## src/rtl/ro_puf_ctrl_if.sv

```systemverilog
// ---------------------------------------------------------------------------
// ro_puf_ctrl_if
//   Host-side handshake bundle of the ring-oscillator PUF measurement
//   controller.
//
//   master : host / consumer (drives start, challenge, resp_ready)
//   slave  : ro_puf_ctrl     (drives busy, resp, resp_err, resp_unstable,
//                             resp_valid)
//
//   start         1                 start pulse, accepted only when idle
//   challenge     RESP_W*2*SEL_W    slice i = {sel_b, sel_a} for response bit i
//   busy          1                 high from start accept until handshake
//   resp          RESP_W            response word
//   resp_err      1                 sticky saturation flag
//   resp_unstable RESP_W            per-bit low-margin mask
//   resp_valid    1                 response available
//   resp_ready    1                 consumer accepts response
// ---------------------------------------------------------------------------
interface ro_puf_ctrl_if #(
    parameter int RESP_W = 8,
    parameter int SEL_W  = 3
);
    logic                      start;
    logic [RESP_W*2*SEL_W-1:0] challenge;
    logic                      busy;
    logic [RESP_W-1:0]         resp;
    logic                      resp_err;
    logic [RESP_W-1:0]         resp_unstable;
    logic                      resp_valid;
    logic                      resp_ready;

    modport master (
        output start, challenge, resp_ready,
        input  busy, resp, resp_err, resp_unstable, resp_valid
    );

    modport slave (
        input  start, challenge, resp_ready,
        output busy, resp, resp_err, resp_unstable, resp_valid
    );
endinterface

```

## src/rtl/ro_puf_ctrl.sv

```systemverilog
// ---------------------------------------------------------------------------
// ro_puf_ctrl
//   Measurement / response controller for a ring-oscillator PUF sitting
//   downstream of two edge counters (A and B). For every response bit it
//   selects an RO pair from the challenge, clears both counters (2 cycles),
//   gates them for WIN cycles, waits SETTLE cycles for the counts to cross
//   into this domain, then compares cnt_a > cnt_b. RESP_W bits form the
//   response word, handed off with valid/ready.
//
//   Optional feature macro: PUF_MARGIN_EN
//     defined   : bits whose |cnt_a - cnt_b| < MARGIN are flagged in
//                 resp_unstable
//     undefined : resp_unstable is constant 0, no difference logic
//
// Ports
//   clk, rst_n        clock, asynchronous active-low reset
//   bus (slave)       start/challenge/busy/resp*/resp_valid/resp_ready
//   o_sel_a, o_sel_b  RO mux selects for counters A and B
//   o_cnt_clr         clear of both counters (registered)
//   o_cnt_up          count enable of both counters (registered)
//   i_cnt_a, i_cnt_b  counter values
//   i_rco_a, i_rco_b  counter saturation (ripple carry out)
// ---------------------------------------------------------------------------
module ro_puf_ctrl #(
    parameter int N      = 32,
    parameter int WIN    = 1024,
    parameter int SETTLE = 4,
    parameter int RESP_W = 8,
    parameter int SEL_W  = 3,
    parameter int MARGIN = 16
) (
    input  logic             clk,
    input  logic             rst_n,
    ro_puf_ctrl_if.slave     bus,
    output logic [SEL_W-1:0] o_sel_a,
    output logic [SEL_W-1:0] o_sel_b,
    output logic             o_cnt_clr,
    output logic             o_cnt_up,
    input  logic [N-1:0]     i_cnt_a,
    input  logic [N-1:0]     i_cnt_b,
    input  logic             i_rco_a,
    input  logic             i_rco_b
);

    localparam int CHAL_W  = RESP_W * 2 * SEL_W;
    localparam int SLICE_W = 2 * SEL_W;
    localparam int IDX_W   = (RESP_W > 1) ? $clog2(RESP_W) : 1;
    localparam int TMR_MAX = (WIN > SETTLE) ? WIN : SETTLE;
    localparam int TMR_W   = $clog2(TMR_MAX + 1);

    // Parameter sanity, caught at elaboration.
    if (WIN < 1 || SETTLE < 1 || RESP_W < 1 || SEL_W < 1 || MARGIN < 0) begin : g_param_check
        $error("ro_puf_ctrl: illegal parameter set");
    end

    typedef enum logic [2:0] {
        S_IDLE    = 3'd0,
        S_CLEAR   = 3'd1,
        S_MEASURE = 3'd2,
        S_SETTLE  = 3'd3,
        S_COMPARE = 3'd4,
        S_DONE    = 3'd5
    } state_t;

    state_t              r_state;
    state_t              w_next;
    logic [TMR_W-1:0]    r_tmr;
    logic                w_tmr_done;
    logic [IDX_W-1:0]    r_idx;
    logic [IDX_W-1:0]    w_idx_inc;
    logic                w_last;
    logic [CHAL_W-1:0]   r_chal;
    logic [SLICE_W-1:0]  w_slice;
    logic [SEL_W-1:0]    r_sel_a;
    logic [SEL_W-1:0]    r_sel_b;
    logic                r_cnt_clr;
    logic                r_cnt_up;
    logic                r_busy;
    logic                r_valid;
    logic [RESP_W-1:0]   r_resp;
    logic                r_err;
    logic                w_gt;
    logic                w_sat;
    logic                w_accept;

    assign w_tmr_done = (r_tmr == {TMR_W{1'b0}});
    assign w_last     = (r_idx == IDX_W'(RESP_W - 1));
    assign w_gt       = (i_cnt_a > i_cnt_b);
    assign w_sat      = i_rco_a | i_rco_b;
    assign w_accept   = (r_state == S_IDLE) && bus.start;

    // FSM state register.
    always_ff @(posedge clk or negedge rst_n) begin
        if (!rst_n) begin
            r_state <= S_IDLE;
        end else begin
            r_state <= w_next;
        end
    end

    // FSM next-state logic; every timed state leaves when its timer hits 0.
    always_comb begin
        w_next = r_state;
        case (r_state)
            S_IDLE: begin
                if (bus.start) w_next = S_CLEAR;
                else           w_next = S_IDLE;
            end
            S_CLEAR: begin
                if (w_tmr_done) w_next = S_MEASURE;
                else            w_next = S_CLEAR;
            end
            S_MEASURE: begin
                if (w_tmr_done) w_next = S_SETTLE;
                else            w_next = S_MEASURE;
            end
            S_SETTLE: begin
                if (w_tmr_done) w_next = S_COMPARE;
                else            w_next = S_SETTLE;
            end
            S_COMPARE: begin
                if (w_last) w_next = S_DONE;
                else        w_next = S_CLEAR;
            end
            S_DONE: begin
                // resp_valid is high for the whole of DONE.
                if (bus.resp_ready) w_next = S_IDLE;
                else                w_next = S_DONE;
            end
            default: w_next = S_IDLE;
        endcase
    end

    // Phase timer: loaded with (length-1) on state entry, counts down to 0.
    always_ff @(posedge clk or negedge rst_n) begin
        if (!rst_n) begin
            r_tmr <= {TMR_W{1'b0}};
        end else if (w_next != r_state) begin
            case (w_next)
                S_CLEAR:   r_tmr <= TMR_W'(1);
                S_MEASURE: r_tmr <= TMR_W'(WIN - 1);
                S_SETTLE:  r_tmr <= TMR_W'(SETTLE - 1);
                default:   r_tmr <= {TMR_W{1'b0}};
            endcase
        end else if (!w_tmr_done) begin
            r_tmr <= r_tmr - TMR_W'(1);
        end else begin
            r_tmr <= r_tmr;
        end
    end

    // Challenge slice for the bit about to enter CLEAR. On start the
    // challenge register is loading in the same edge, so bit 0 comes
    // straight from the bus.
    always_comb begin
        w_idx_inc = r_idx;
        w_slice   = {SLICE_W{1'b0}};
        if (w_last) begin
            w_idx_inc = r_idx;
        end else begin
            w_idx_inc = r_idx + IDX_W'(1);
        end
        if (r_state == S_IDLE) begin
            w_slice = bus.challenge[SLICE_W-1:0];
        end else begin
            w_slice = r_chal[int'(w_idx_inc) * SLICE_W +: SLICE_W];
        end
    end

    // Challenge capture and bit index.
    always_ff @(posedge clk or negedge rst_n) begin
        if (!rst_n) begin
            r_chal <= {CHAL_W{1'b0}};
            r_idx  <= {IDX_W{1'b0}};
        end else if (w_accept) begin
            r_chal <= bus.challenge;
            r_idx  <= {IDX_W{1'b0}};
        end else if ((r_state == S_COMPARE) && !w_last) begin
            r_chal <= r_chal;
            r_idx  <= w_idx_inc;
        end else begin
            r_chal <= r_chal;
            r_idx  <= r_idx;
        end
    end

    // RO selects: updated only on entry to CLEAR so they stay put through
    // MEASURE, SETTLE and COMPARE of the same bit.
    always_ff @(posedge clk or negedge rst_n) begin
        if (!rst_n) begin
            r_sel_a <= {SEL_W{1'b0}};
            r_sel_b <= {SEL_W{1'b0}};
        end else if ((w_next == S_CLEAR) && (r_state != S_CLEAR)) begin
            r_sel_a <= w_slice[SEL_W-1:0];
            r_sel_b <= w_slice[SLICE_W-1:SEL_W];
        end else begin
            r_sel_a <= r_sel_a;
            r_sel_b <= r_sel_b;
        end
    end

    // Control outputs registered from the next state, so they line up
    // exactly with the state they belong to; clr and up are mutually
    // exclusive by construction.
    always_ff @(posedge clk or negedge rst_n) begin
        if (!rst_n) begin
            r_cnt_clr <= 1'b0;
            r_cnt_up  <= 1'b0;
            r_busy    <= 1'b0;
            r_valid   <= 1'b0;
        end else begin
            r_cnt_clr <= (w_next == S_CLEAR);
            r_cnt_up  <= (w_next == S_MEASURE);
            r_busy    <= (w_next != S_IDLE);
            r_valid   <= (w_next == S_DONE);
        end
    end

    // Response word and sticky saturation flag.
    always_ff @(posedge clk or negedge rst_n) begin
        if (!rst_n) begin
            r_resp <= {RESP_W{1'b0}};
            r_err  <= 1'b0;
        end else if (w_accept) begin
            r_resp <= {RESP_W{1'b0}};
            r_err  <= 1'b0;
        end else if (r_state == S_COMPARE) begin
            r_resp[r_idx] <= w_gt;
            r_err         <= r_err | w_sat;
        end else begin
            r_resp <= r_resp;
            r_err  <= r_err;
        end
    end

`ifdef PUF_MARGIN_EN
    logic [N-1:0]      w_diff;
    logic              w_low;
    logic [RESP_W-1:0] r_unstable;

    // Absolute count difference at N bits.
    always_comb begin
        w_diff = {N{1'b0}};
        if (i_cnt_a > i_cnt_b) begin
            w_diff = i_cnt_a - i_cnt_b;
        end else begin
            w_diff = i_cnt_b - i_cnt_a;
        end
    end

    assign w_low = (w_diff < N'(MARGIN));

    // Per-bit low-margin mask; the raw compare result in resp is unaffected.
    always_ff @(posedge clk or negedge rst_n) begin
        if (!rst_n) begin
            r_unstable <= {RESP_W{1'b0}};
        end else if (w_accept) begin
            r_unstable <= {RESP_W{1'b0}};
        end else if (r_state == S_COMPARE) begin
            r_unstable[r_idx] <= w_low;
        end else begin
            r_unstable <= r_unstable;
        end
    end

    assign bus.resp_unstable = r_unstable;
`else
    assign bus.resp_unstable = {RESP_W{1'b0}};
`endif

    assign o_sel_a        = r_sel_a;
    assign o_sel_b        = r_sel_b;
    assign o_cnt_clr      = r_cnt_clr;
    assign o_cnt_up       = r_cnt_up;
    assign bus.busy       = r_busy;
    assign bus.resp_valid = r_valid;
    assign bus.resp       = r_resp;
    assign bus.resp_err   = r_err;

endmodule
```

## src/flat_wrapper.sv

```systemverilog
// flat-port wrapper written by rule: the top's interface ports become plain ports
module ro_puf_ctrl_flat 
#(
    parameter int N      = 32,
    parameter int WIN    = 1024,
    parameter int SETTLE = 4,
    parameter int RESP_W = 8,
    parameter int SEL_W  = 3,
    parameter int MARGIN = 16
)
  (clk, rst_n, o_sel_a, o_sel_b, o_cnt_clr, o_cnt_up, i_cnt_a, i_cnt_b, i_rco_a, i_rco_b, bus_start, bus_challenge, bus_resp_ready, bus_busy, bus_resp, bus_resp_err, bus_resp_unstable, bus_resp_valid);
  ro_puf_ctrl_if #(.RESP_W(RESP_W), .SEL_W(SEL_W)) bus_i ();
  input  logic clk;
  input  logic rst_n;
  output logic [SEL_W-1:0] o_sel_a;
  output logic [SEL_W-1:0] o_sel_b;
  output logic o_cnt_clr;
  output logic o_cnt_up;
  input  logic [N-1:0] i_cnt_a;
  input  logic [N-1:0] i_cnt_b;
  input  logic i_rco_a;
  input  logic i_rco_b;
  input wire logic [$bits(bus_i.start)-1:0] bus_start;
  input wire logic [$bits(bus_i.challenge)-1:0] bus_challenge;
  input wire logic [$bits(bus_i.resp_ready)-1:0] bus_resp_ready;
  output wire logic [$bits(bus_i.busy)-1:0] bus_busy;
  output wire logic [$bits(bus_i.resp)-1:0] bus_resp;
  output wire logic [$bits(bus_i.resp_err)-1:0] bus_resp_err;
  output wire logic [$bits(bus_i.resp_unstable)-1:0] bus_resp_unstable;
  output wire logic [$bits(bus_i.resp_valid)-1:0] bus_resp_valid;
  assign bus_i.start = bus_start;
  assign bus_i.challenge = bus_challenge;
  assign bus_i.resp_ready = bus_resp_ready;
  assign bus_busy = bus_i.busy;
  assign bus_resp = bus_i.resp;
  assign bus_resp_err = bus_i.resp_err;
  assign bus_resp_unstable = bus_i.resp_unstable;
  assign bus_resp_valid = bus_i.resp_valid;
  ro_puf_ctrl #(.N(N), .WIN(WIN), .SETTLE(SETTLE), .RESP_W(RESP_W), .SEL_W(SEL_W), .MARGIN(MARGIN)) u_core (.clk(clk), .rst_n(rst_n), .bus(bus_i), .o_sel_a(o_sel_a), .o_sel_b(o_sel_b), .o_cnt_clr(o_cnt_clr), .o_cnt_up(o_cnt_up), .i_cnt_a(i_cnt_a), .i_cnt_b(i_cnt_b), .i_rco_a(i_rco_a), .i_rco_b(i_rco_b));
endmodule
```

## config.mk

```make
export PLATFORM = sky130hd
export DESIGN_NAME = ro_puf_ctrl_flat
export DESIGN_NICKNAME = d
export VERILOG_FILES = /design/src/rtl/ro_puf_ctrl_if.sv /design/src/rtl/ro_puf_ctrl.sv /design/src/flat_wrapper.sv
export SDC_FILE = /design/constraint.sdc
export NUM_CORES = 1
export LEC_CHECK = 0
export CORE_MARGIN = 2
export CORE_UTILIZATION = 40
export CTS_CLUSTER_DIAMETER = 120
export CTS_CLUSTER_SIZE = 28
export DETAILED_ROUTE_END_ITERATION = 6
export PLACE_DENSITY = 0.74
export SKIP_LAST_GASP = 1
export SLEW_MARGIN = 0
export SYNTH_ARGS = -nofsm -noshare
export SYNTH_HDL_FRONTEND = slang
export SYNTH_SLANG_ARGS = --single-unit
export TNS_END_PERCENT = 50
```

## constraint.sdc

```tcl
create_clock -name clk -period 3.47 [get_ports clk]
set_clock_uncertainty 0.2 [all_clocks]
set_input_delay 0.694 -clock clk [delete_from_list [all_inputs] [get_ports clk]]
set_output_delay 0.694 -clock clk [all_outputs]
set_load 0.03 [all_outputs]
```

==> out/metrics.cfg <==
[outcome]
status = finished clean

[detailed_routing]
drtAntennaViolNets = 0
vias_per_cell = 4.94
drc = 0
wl_per_cell_um = 13.7
vias = 4087
first_iter_violations = 196
wl_um = 11300
firstDrtPassIters = 5

[worst_setup_path]
worst-path-buf-inv = 1
crit_fanout = 12
crit_required_ns = 3.49
slowest_stage = mux4_2
start_kind = flip-flop
crit_path_max_incr_delay_ns = 0.55
path_class = flip-flop to flip-flop
worstPathCellList = ha_1 -> nand2_2 -> mux2i_2 -> buf_4 -> mux4_2 -> mux2i_1 -> a211oi_1 -> a21o_1
crit_arrival_ns = 2.74
cp_top_family = multiplexers
critPathCaptureType = flip-flop

[logic_synthesis]
ys_warn_count = 0
async_flop_share = 1.00
synth_common_cells = 178 x nand2_1, 84 x dfrtp_1, 38 x inv_1, 34 x ha_1, 26 x nor2_1
avgSynthCellArea_um2 = 8.91
syn-instance-count = 544
synth_cell_types = 53
synth.top_cell.area_share = 0.434
synth_edf_count = 0
ys.flop_type = dfrtp_1
synth_area_um2 = 4850
synth-seq-cells = 84
yosys-top-cells-area = dfrtp_1 43%, nand2_1 14%, ha_1 8.8%
yosys.area.top_type = dfrtp_1
ys_seq_area_frac = 0.434
yosysMostFrequentCell = nand2_1

[timing]
worst_pin_slew_ns = 1.04
hold_violations = 0
post-route-period-util = 0.784
slew_headroom = 0.307
finalSetupViolCount = 0
rsz0062_at_grt = false
fmax_ghz = 0.368
fin_crit_ns = 2.72
timing.setup.tns_ns = 0
drv_slew = 0

[floorplanning]
io_pins = 145
num_rows = 40
core_um2 = 11900
die_h_um = 114
initial_core_util = 0.407
dieWidth_um = 114
dieArea_um2 = 13000

[pwr]
finalPower_mw = 4.10
irDropWorstVdd_mv = 0.296
power_density_nw_per_um2 = 621
leakagePower_nw = 3.26

[finish]
finalInstanceArea_um2 = 6610
syn_to_final_growth_pct = 36.2
antenna_cells = 0
fillCellCount = 1061
nets = 827
regArea_um2 = 2100
drive_above_1_share = 0.0721
multi_input_area_um2 = 2470

[clock_tree]
clkLatencyLatePin_ns = 0.33
hold_buffers = 0
clock_sinks = 84
cts_root_buf = clkbuf_16
clk_pin_slew_worst_paths_ns = 0.06
numCtsBuffers = 9
clockBufferDepth = 2
ctsResizeCount = 0
postCtsSetupBuffers = 0
htreeDepth = 3
cts_tree = yes

[global_routing]
grt_first_pass_wirelength_um = 19300
overflow = 0
grt_pass1_vias = 4095
grt_usage = 0.183
antenna_found_initial = 0
grt_max_degree = 85

[run]
cap_viol_max_count = 0

[placed_design]
portBuffers = 136
dpl_cell_area_um2 = 6320
dp_hpwl_um = 8480
place_congestion = 0.872

[worst_hold_path]
hp-class = flip-flop to flip-flop

[worst paths after layout]
| check | depth (start not counted) | start | end | slack, ns |
|---|---|---|---|---|
| hold / removal | 1 | u_core.o_sel_a[2] | u_core.o_sel_a[2] | 0.27 |
| setup reg to reg | 8 | u_core.r_idx[1] | u_core.o_sel_b[1] | 0.75 |
| hold reg to reg | 1 | u_core.o_sel_a[2] | u_core.o_sel_a[2] | 0.27 |
| setup / recovery | 8 | u_core.r_idx[1] | u_core.o_sel_b[1] | 0.75 |
| max in group asynchronous | 1 | rst_n | u_core.o_sel_b[0] | 2.06 |
| min in group asynchronous | 1 | rst_n | u_core.r_chal[35] | 0.34 |
[layout make-up]
cell class	count	area share
Timing Repair Buffer	143	0.214
Multi-Input combinational cell	396	0.373
Tap cell	147	0.0278
Sequential cell	84	0.318
Clock buffer	10	0.0362
Inverter	41	0.0233
Clock inverter	6	0.00739
[where the power goes]
part           internal, mW  switching, mW  total [mW]
sequential             1.37          0.281        1.65
clock                 0.511          0.403       0.913
combinational         0.794          0.745        1.54
total                  2.67           1.43        4.10
[cell families (layout without fill, tap and decap cells)]
family,Yosys count,after routing,synth area share
buffers and inverters,71,200,0.0640
other,1,8,0.000773
AND/OR/NAND/NOR,256,256,0.225
multiplexers,21,21,0.0751
flip-flops,84,84,0.434
AO/OA/AOI/OAI,69,69,0.0994
XOR/XNOR,8,8,0.0145
adder cells (fa/ha/maj),34,34,0.0877
[state kept, by name, summed over array words and instances (netlist names)]
register,flops
u_core.o_sel_a,3
u_core.o_cnt_clr,1
u_core.bus.resp,8
u_core.o_sel_b,3
u_core.bus.resp_valid,1
u_core.r_chal,48
u_core.r_state,3
u_core.bus.resp_err,1
u_core.r_tmr,11
u_core.bus.busy,1
u_core.o_cnt_up,1
u_core.r_idx,3
[layout by cell type, fill, tap and decap left out, types with 4 or more instances in the layout]
cell type | synthesis | final
a21oi_1 | 18 | 18
a21o_1 | 11 | 11
nand2_1 | 178 | 177
nand4_1 | 4 | 4
mux4_2 | 12 | 12
nand3_1 | 17 | 17
dfrtp_1 | 84 | 84
clkdlybuf4s50_1 | 0 | 135
inv_1 | 38 | 38
o31ai_1 | 9 | 9
nor2b_1 | 5 | 5
ha_1 | 34 | 34
conb_1 | 1 | 8
xor2_1 | 5 | 5
a211oi_1 | 8 | 8
nor3_1 | 8 | 8
mux2i_1 | 8 | 8
clkbuf_16 | 0 | 9
and3_1 | 4 | 4
buf_4 | 9 | 8
o21ai_0 | 5 | 5
nor2_1 | 26 | 26
[metal layers]
layer	wire length [µm]	GRT usage
met1	5300	0.254
met2	5450	0.303
met3	454	0.0281
met4	97	0.0480
met5	0	0
[metrics by stage]
step	std cells	util	worst slack, ns	hold WS (ns)
floorplan	551	-	0.780	0.198
global placement	811	0.530	0.467	0.253
detailed placement	811	0.530	0.419	0.261
CTS	827	0.555	0.724	0.277
global route	827	0.555	0.536	0.298
finish	827	0.555	0.750	0.273
Power figures use the tool's default switching activity.
